## src/rtl/mips_multicycle_controller.sv

```systemverilog
// mips_multicycle_controller
//   Main control FSM of a multicycle MIPS core. It shares one instruction/data
//   memory across states. It also keeps a retired-instruction counter and a
//   sticky illegal-instruction trap flag.
//
// Handshake: memread/memwrite are requests that stay asserted, with a
//   constant iord, until mem_ready is sampled high at a rising clock edge.
//   mem_ready has no effect outside the memory states (FETCH, MEMRD, MEMWR).
//   With MEM_WAIT_EN = 0, mem_ready is ignored and taken as 1.
//
// Ports:
//   clk, reset        clock; synchronous active-low reset
//   op, funct         instruction fields from the instruction register
//   zero              ALU zero flag, used for beq
//   mem_ready         memory completes the current access this cycle
//   iord .. ULAcontrol datapath control (Moore, gated by mem_ready / zero)
//   illegal           sticky trap flag
//   instr_count       retired instructions, wraps modulo 2^CNT_W
//   state             current FSM state encoding (debug)
module mips_multicycle_controller #(
  parameter int MEM_WAIT_EN = 1,
  parameter int CNT_W       = 32,
  parameter int STATE_W     = 4
) (
  input  logic               clk,
  input  logic               reset,
  input  logic [5:0]         op,
  input  logic [5:0]         funct,
  input  logic               zero,
  input  logic               mem_ready,
  output logic               iord,
  output logic               memread,
  output logic               memwrite,
  output logic               irwrite,
  output logic               regdst,
  output logic               memtoreg,
  output logic               regwrite,
  output logic               ULAsrcA,
  output logic [1:0]         ULAsrcB,
  output logic [1:0]         pcsrc,
  output logic               pcen,
  output logic [2:0]         ULAcontrol,
  output logic               illegal,
  output logic [CNT_W-1:0]   instr_count,
  output logic [STATE_W-1:0] state
);

  typedef enum logic [3:0] {
    S_FETCH  = 4'd0,  S_DECODE = 4'd1,  S_MEMADR = 4'd2,  S_MEMRD  = 4'd3,
    S_MEMWB  = 4'd4,  S_MEMWR  = 4'd5,  S_EXEC   = 4'd6,  S_ALUWB  = 4'd7,
    S_BRANCH = 4'd8,  S_ADDIEX = 4'd9,  S_ADDIWB = 4'd10, S_JUMP   = 4'd11,
    S_TRAP   = 4'd12
  } state_t;

  localparam logic [5:0] OP_R    = 6'b000000;
  localparam logic [5:0] OP_LW   = 6'b100011;
  localparam logic [5:0] OP_SW   = 6'b101011;
  localparam logic [5:0] OP_BEQ  = 6'b000100;
  localparam logic [5:0] OP_ADDI = 6'b001000;
  localparam logic [5:0] OP_J    = 6'b000010;

  localparam logic [2:0] ALU_ADD = 3'b010;
  localparam logic [2:0] ALU_SUB = 3'b110;
  localparam logic [2:0] ALU_AND = 3'b000;
  localparam logic [2:0] ALU_OR  = 3'b001;
  localparam logic [2:0] ALU_SLT = 3'b111;

  state_t           state_q, state_d;
  logic             illegal_q, illegal_d;
  logic [CNT_W-1:0] cnt_q, cnt_d;
  logic             retire;
  logic             ready_eff;

  assign ready_eff = (MEM_WAIT_EN != 0) ? mem_ready : 1'b1;

  always_comb begin
    state_d    = state_q;
    iord       = 1'b0;
    memread    = 1'b0;
    memwrite   = 1'b0;
    irwrite    = 1'b0;
    regdst     = 1'b0;
    memtoreg   = 1'b0;
    regwrite   = 1'b0;
    ULAsrcA    = 1'b0;
    ULAsrcB    = 2'b00;
    pcsrc      = 2'b00;
    pcen       = 1'b0;
    ULAcontrol = 3'b000;
    retire     = 1'b0;
    case (state_q)
      S_FETCH: begin
        memread    = 1'b1;
        ULAsrcB    = 2'b01;
        ULAcontrol = ALU_ADD;
        // IR load and PC+4 happen only on the edge that completes the read.
        irwrite    = ready_eff;
        pcen       = ready_eff;
        if (ready_eff) state_d = S_DECODE;
      end
      S_DECODE: begin
        ULAsrcB    = 2'b11;
        ULAcontrol = ALU_ADD;
        case (op)
          OP_LW, OP_SW: state_d = S_MEMADR;
          OP_R:         state_d = S_EXEC;
          OP_BEQ:       state_d = S_BRANCH;
          OP_ADDI:      state_d = S_ADDIEX;
          OP_J:         state_d = S_JUMP;
          default:      state_d = S_TRAP;
        endcase
      end
      S_MEMADR: begin
        ULAsrcA    = 1'b1;
        ULAsrcB    = 2'b10;
        ULAcontrol = ALU_ADD;
        if (op == OP_LW)      state_d = S_MEMRD;
        else if (op == OP_SW) state_d = S_MEMWR;
        else                  state_d = S_TRAP;
      end
      S_MEMRD: begin
        memread = 1'b1;
        iord    = 1'b1;
        if (ready_eff) state_d = S_MEMWB;
      end
      S_MEMWB: begin
        regwrite = 1'b1;
        memtoreg = 1'b1;
        retire   = 1'b1;
        state_d  = S_FETCH;
      end
      S_MEMWR: begin
        memwrite = 1'b1;
        iord     = 1'b1;
        if (ready_eff) begin
          retire  = 1'b1;
          state_d = S_FETCH;
        end
      end
      S_EXEC: begin
        ULAsrcA = 1'b1;
        state_d = S_ALUWB;
        case (funct)
          6'b100000: ULAcontrol = ALU_ADD;
          6'b100010: ULAcontrol = ALU_SUB;
          6'b100100: ULAcontrol = ALU_AND;
          6'b100101: ULAcontrol = ALU_OR;
          6'b101010: ULAcontrol = ALU_SLT;
          default:   state_d    = S_TRAP;
        endcase
      end
      S_ALUWB: begin
        regwrite = 1'b1;
        regdst   = 1'b1;
        retire   = 1'b1;
        state_d  = S_FETCH;
      end
      S_BRANCH: begin
        ULAsrcA    = 1'b1;
        ULAcontrol = ALU_SUB;
        pcsrc      = 2'b01;
        pcen       = zero;
        retire     = 1'b1;
        state_d    = S_FETCH;
      end
      S_ADDIEX: begin
        ULAsrcA    = 1'b1;
        ULAsrcB    = 2'b10;
        ULAcontrol = ALU_ADD;
        state_d    = S_ADDIWB;
      end
      S_ADDIWB: begin
        regwrite = 1'b1;
        retire   = 1'b1;
        state_d  = S_FETCH;
      end
      S_JUMP: begin
        pcsrc   = 2'b10;
        pcen    = 1'b1;
        retire  = 1'b1;
        state_d = S_FETCH;
      end
      S_TRAP:  state_d = S_TRAP;
      default: state_d = S_FETCH;
    endcase
  end

  // The trap flag is set on the edge that enters TRAP and held until reset.
  assign illegal_d = illegal_q | (state_d == S_TRAP);
  assign cnt_d     = retire ? cnt_q + CNT_W'(1) : cnt_q;

  always_ff @(posedge clk) begin
    if (!reset) begin
      state_q   <= S_FETCH;
      illegal_q <= 1'b0;
      cnt_q     <= '0;
    end else begin
      state_q   <= state_d;
      illegal_q <= illegal_d;
      cnt_q     <= cnt_d;
    end
  end

  assign illegal     = illegal_q;
  assign instr_count = cnt_q;
  assign state       = STATE_W'(state_q);

endmodule
```

## config.mk

```make
export PLATFORM = sky130hd
export DESIGN_NAME = mips_multicycle_controller
export DESIGN_NICKNAME = d
export VERILOG_FILES = /design/src/rtl/mips_multicycle_controller.sv
export SDC_FILE = /design/constraint.sdc
export NUM_CORES = 1
export LEC_CHECK = 0
export CORE_UTILIZATION = 51
export CTS_CLUSTER_SIZE = 25
export DETAILED_ROUTE_END_ITERATION = 10
export PLACE_DENSITY = 0.86
export SLEW_MARGIN = 5
export SYNTH_ARGS = -nofsm -noshare
export SYNTH_HDL_FRONTEND = slang
export SYNTH_SLANG_ARGS = --single-unit
```

## constraint.sdc

```tcl
create_clock -name clk -period 3 [get_ports clk]
set_clock_uncertainty 0.05 [all_clocks]
set_input_delay 0.9 -clock clk [delete_from_list [all_inputs] [get_ports clk]]
set_output_delay 0.9 -clock clk [all_outputs]
set_load 0.01 [all_outputs]
```

==> key figures, run 1 <==
Status
  • Status: completed

Place
  • DP Area: 0.00315 mm^2
  • Gp weighted congestion: 0.987
  • Input/output buffers: 68
  • Detailed placer's ending HPWL: 4510 um

Setup path
  • CP Launch Type: input port
  • Crit-path max cell delay: 0.42 ns
  • Setup CP Type: input port to primary output
  • Worst endpoint required time: 2.05 ns
  • Worst Path Max Fanout: 2
  • Worst setup EP type: primary output
  • Cell Chain, Critical Path: clkdlybuf4s50_1 -> nand4b_1 -> buf_4 -> o21bai_1 -> buf_2
  • Slowest-stage cell, CP: clkdlybuf4s50_1
  • Crit path DAT: 1.96 ns
  • R2r setup slk: 0.67 ns

Timing
  • Fin. max-slew vios: 0
  • RSZ-0062 raised after global routing: no
  • Fmax: 344 MHz
  • Final Setup Violations: 0
  • Worst slew pin tran: 0.544 ns
  • Hold Vio Cnt, Final: 0
  • Crit share post-route: 97.0%
  • Worst rel slew slack: 63.3%
  • Fin crit period: 2.91 ns
  • Final setup TNS: 0 ns

Clock network
  • Cts bufs inserted: 5
  • Post-CTS Setup Inserts: 0
  • Sink Count: 37
  • CTS root buf: clkbuf_8
  • Clock Pin Slew Worst Setup and Hold Paths: 0.07 ns
  • H-tree depth: 2
  • CTS tree: built
  • Skew-Pair Late Insertion Delay: 0.28 ns
  • Deepest clock path buffer count: 2
  • CTS Hold Bufs: 0

Synthesis
  • Synth Register Bits: 37
  • Ys Warns: 0
  • Main flop type after synthesis: dfxtp_1
  • Post-synthesis net count: 307
  • Synth unique cells: 59
  • Sequential area share after synthesis: 32.0%
  • Mean Syn Cell Area: 7.98 um^2
  • Cell Area, Synth: 0.00231 mm^2
  • Synth Instances: 290
  • Post-synth EDFFs: 0
  • Async SR Flop Fraction: 0%

GRT
  • M2 GR Usage: 43.9%
  • First-pass GRT wire length: 10,100 um
  • Largest net degree at the start of global routing: 24
  • Initial antenna violation count: 0
  • GRT overflow: 0
  • GR Util met1: 31.4%
  • Number of global-route vias before repair: 2,253
  • GRT Total Usage: 25.5%
  • Met3 GRT Util: 5.23%
  • GRT busiest layer: met2

Routing
  • Iteration-0 DRC Markers: 153
  • Vias: 2,514
  • Routed WL: 6170 um
  • Drt wl/cell: 14.6 um
  • Vias per cell: 5.94
  • Drt drc: 0
  • Post-route ant nets: 0
  • First-pass detailed-route iteration total: 4

Finish
  • Nets: 389
  • Layout cells sized above 1: 13.2%
  • Fin area: 0.00324 mm^2
  • Fill cells: 338
  • ANT cells: 0
  • Area Growth Syn to Fin: 39.9%

Floorplan
  • Core area: 0.00435 mm^2
  • I/O pins: 69
  • Cell Rows: 24
  • Die Ht: 69.4 um
  • Die area: 0.00481 mm^2
  • Die width: 69.4 um
  • Starting Density: 53.1%

Pwr
  • Peak supply drop: 0.000252 V
  • Leakage: 1.18 nW
  • Pwr dens: 372 mW/mm^2

Job
  • Max-Cap Viols: 0

Hold path
  • Hold Path Class: register to register
## synth_stat cells, types with 2 or more instances
| cell | count | area (um^2) |
|---|---|---|
| buf_2 | 5 | 25.0 |
| o31ai_1 | 10 | 75.1 |
| nand4_1 | 8 | 50.1 |
| o311ai_1 | 5 | 43.8 |
| a21oi_1 | 24 | 120 |
| or4_1 | 11 | 82.6 |
| xnor2_1 | 2 | 17.5 |
| and3_1 | 11 | 68.8 |
| nor2_1 | 20 | 75.1 |
| o21ai_0 | 12 | 60.1 |
| inv_1 | 11 | 41.3 |
| nor4_2 | 2 | 25.0 |
| a211o_1 | 2 | 17.5 |
| nand2b_1 | 11 | 68.8 |
| nor2b_1 | 5 | 31.3 |
| or3_1 | 7 | 43.8 |
| nand3b_1 | 2 | 15.0 |
| mux2i_1 | 4 | 40.0 |
| buf_6 | 3 | 33.8 |
| o41ai_1 | 6 | 52.6 |
| o21ai_1 | 2 | 10.0 |
| xor2_1 | 6 | 52.6 |
| nand2_1 | 31 | 116 |
| nand3_1 | 7 | 35.0 |
| dfxtp_1 | 37 | 741 |
| nor3_1 | 5 | 25.0 |
| clkbuf_1 | 9 | 33.8 |
## repair_timing
item                       4_1_cts  5_1_grt
pin swaps                        1        2
setup endpoints to repair        5        2
gates resized for setup         16        6
hold endpoints to repair         0        0
## report_power, final
part           total, W  switching, W  internal, W
sequential     0.000521     0.0000162     0.000505
combinational  0.000369      0.000186     0.000184
clock          0.000314      0.000161     0.000153
total           0.00120      0.000363     0.000841
## sequential cells by signal, summed over array words and instances (netlist names)
register and flops:
instr_count 32, state 4, illegal 1
## layout make-up
type / count / area, um^2 / share of cell area [%]
multi-input combinational: 224 / 1460 / 45.1
timing repair buffer: 93 / 857 / 26.5
sequential: 37 / 741 / 22.9
clock buffer: 5 / 68.8 / 2.13
tap: 52 / 65.1 / 2.01
inverter: 11 / 41.3 / 1.28
clock inverter: 1 / 5.00 / 0.155
## path summary, 6_finish.rpt
| check | startpoint | endpoint | cells after the start |
|---|---|---|---|
| max | funct[4] | ULAcontrol[2] | 5 |
| min | instr_count[20] | instr_count[20] | 2 |
| max reg2reg | instr_count[5] | instr_count[27] | 5 |
| min reg2reg | instr_count[20] | instr_count[20] | 2 |
## worst max-delay path, delay by kind of cell
family | cells | cell delay (ns)
simple gates | 1 | 0.21
buf+inv | 3 | 0.73
compound gates | 1 | 0.12
## layout by cell type (no fill, tap or decap), drive strengths merged, types with 3 or more instances in the layout
cell / n
inv: 11
nor3: 5
a21oi: 25
o21ai: 15
xor2: 6
nor4: 3
clkdlybuf4s50: 59
o31ai: 10
or3: 7
nor2: 20
dlygate4sd2: 3
nand2b: 11
clkbuf: 5
mux2i: 4
or4: 11
dlymetal6s2s: 3
o311ai: 6
nand4: 10
o41ai: 6
buf: 28
and3: 12
nand3: 8
nor2b: 6
dfxtp: 37
nand2: 31
## cell families after synthesis
group,synth area share (%)
fa+ha+maj,0.541
flops,32.0
compound gates,22.9
simple gates,33.3
buf+inv,5.95
mux,2.22
xor+xnor,3.03
## layer usage
layer	vias to the layer above	part of all wire [%]	wire length, um
li1	1246	-	-
met3	9	5.1	317
met2	88	51	3130
met5	-	0	0
met4	0	1.3	78
met1	1171	43	2640
## per-stage QoR
stage	worst slack (ns)	power [W]	util [%]	hold WS, ns	instances
final	0.0891	0.00120	74.3	0.435	423
after global routing	0.0197	0.00127	74.3	0.464	423
after CTS	0.0124	0.00121	73.9	0.439	423
after detailed placement	-0.428	0.000906	72.4	0.429	417
after global placement	-0.385	0.000899	72.4	0.398	417
after floorplan	0.255	0.000722	-	0.420	290
Note: power is estimated with default switching activity, not from simulation.
==> run 2: changes to the inputs <==
--- a/config.mk
+++ b/config.mk
@@ -6,7 +6,6 @@
 export NUM_CORES = 1
 export LEC_CHECK = 0
 export CORE_UTILIZATION = 51
-export CTS_CLUSTER_SIZE = 25
 export DETAILED_ROUTE_END_ITERATION = 10
 export PLACE_DENSITY = 0.86
 export SLEW_MARGIN = 5
==> results of run 2 <==
Final layout, timing and power as in run 1 (identical DEF).
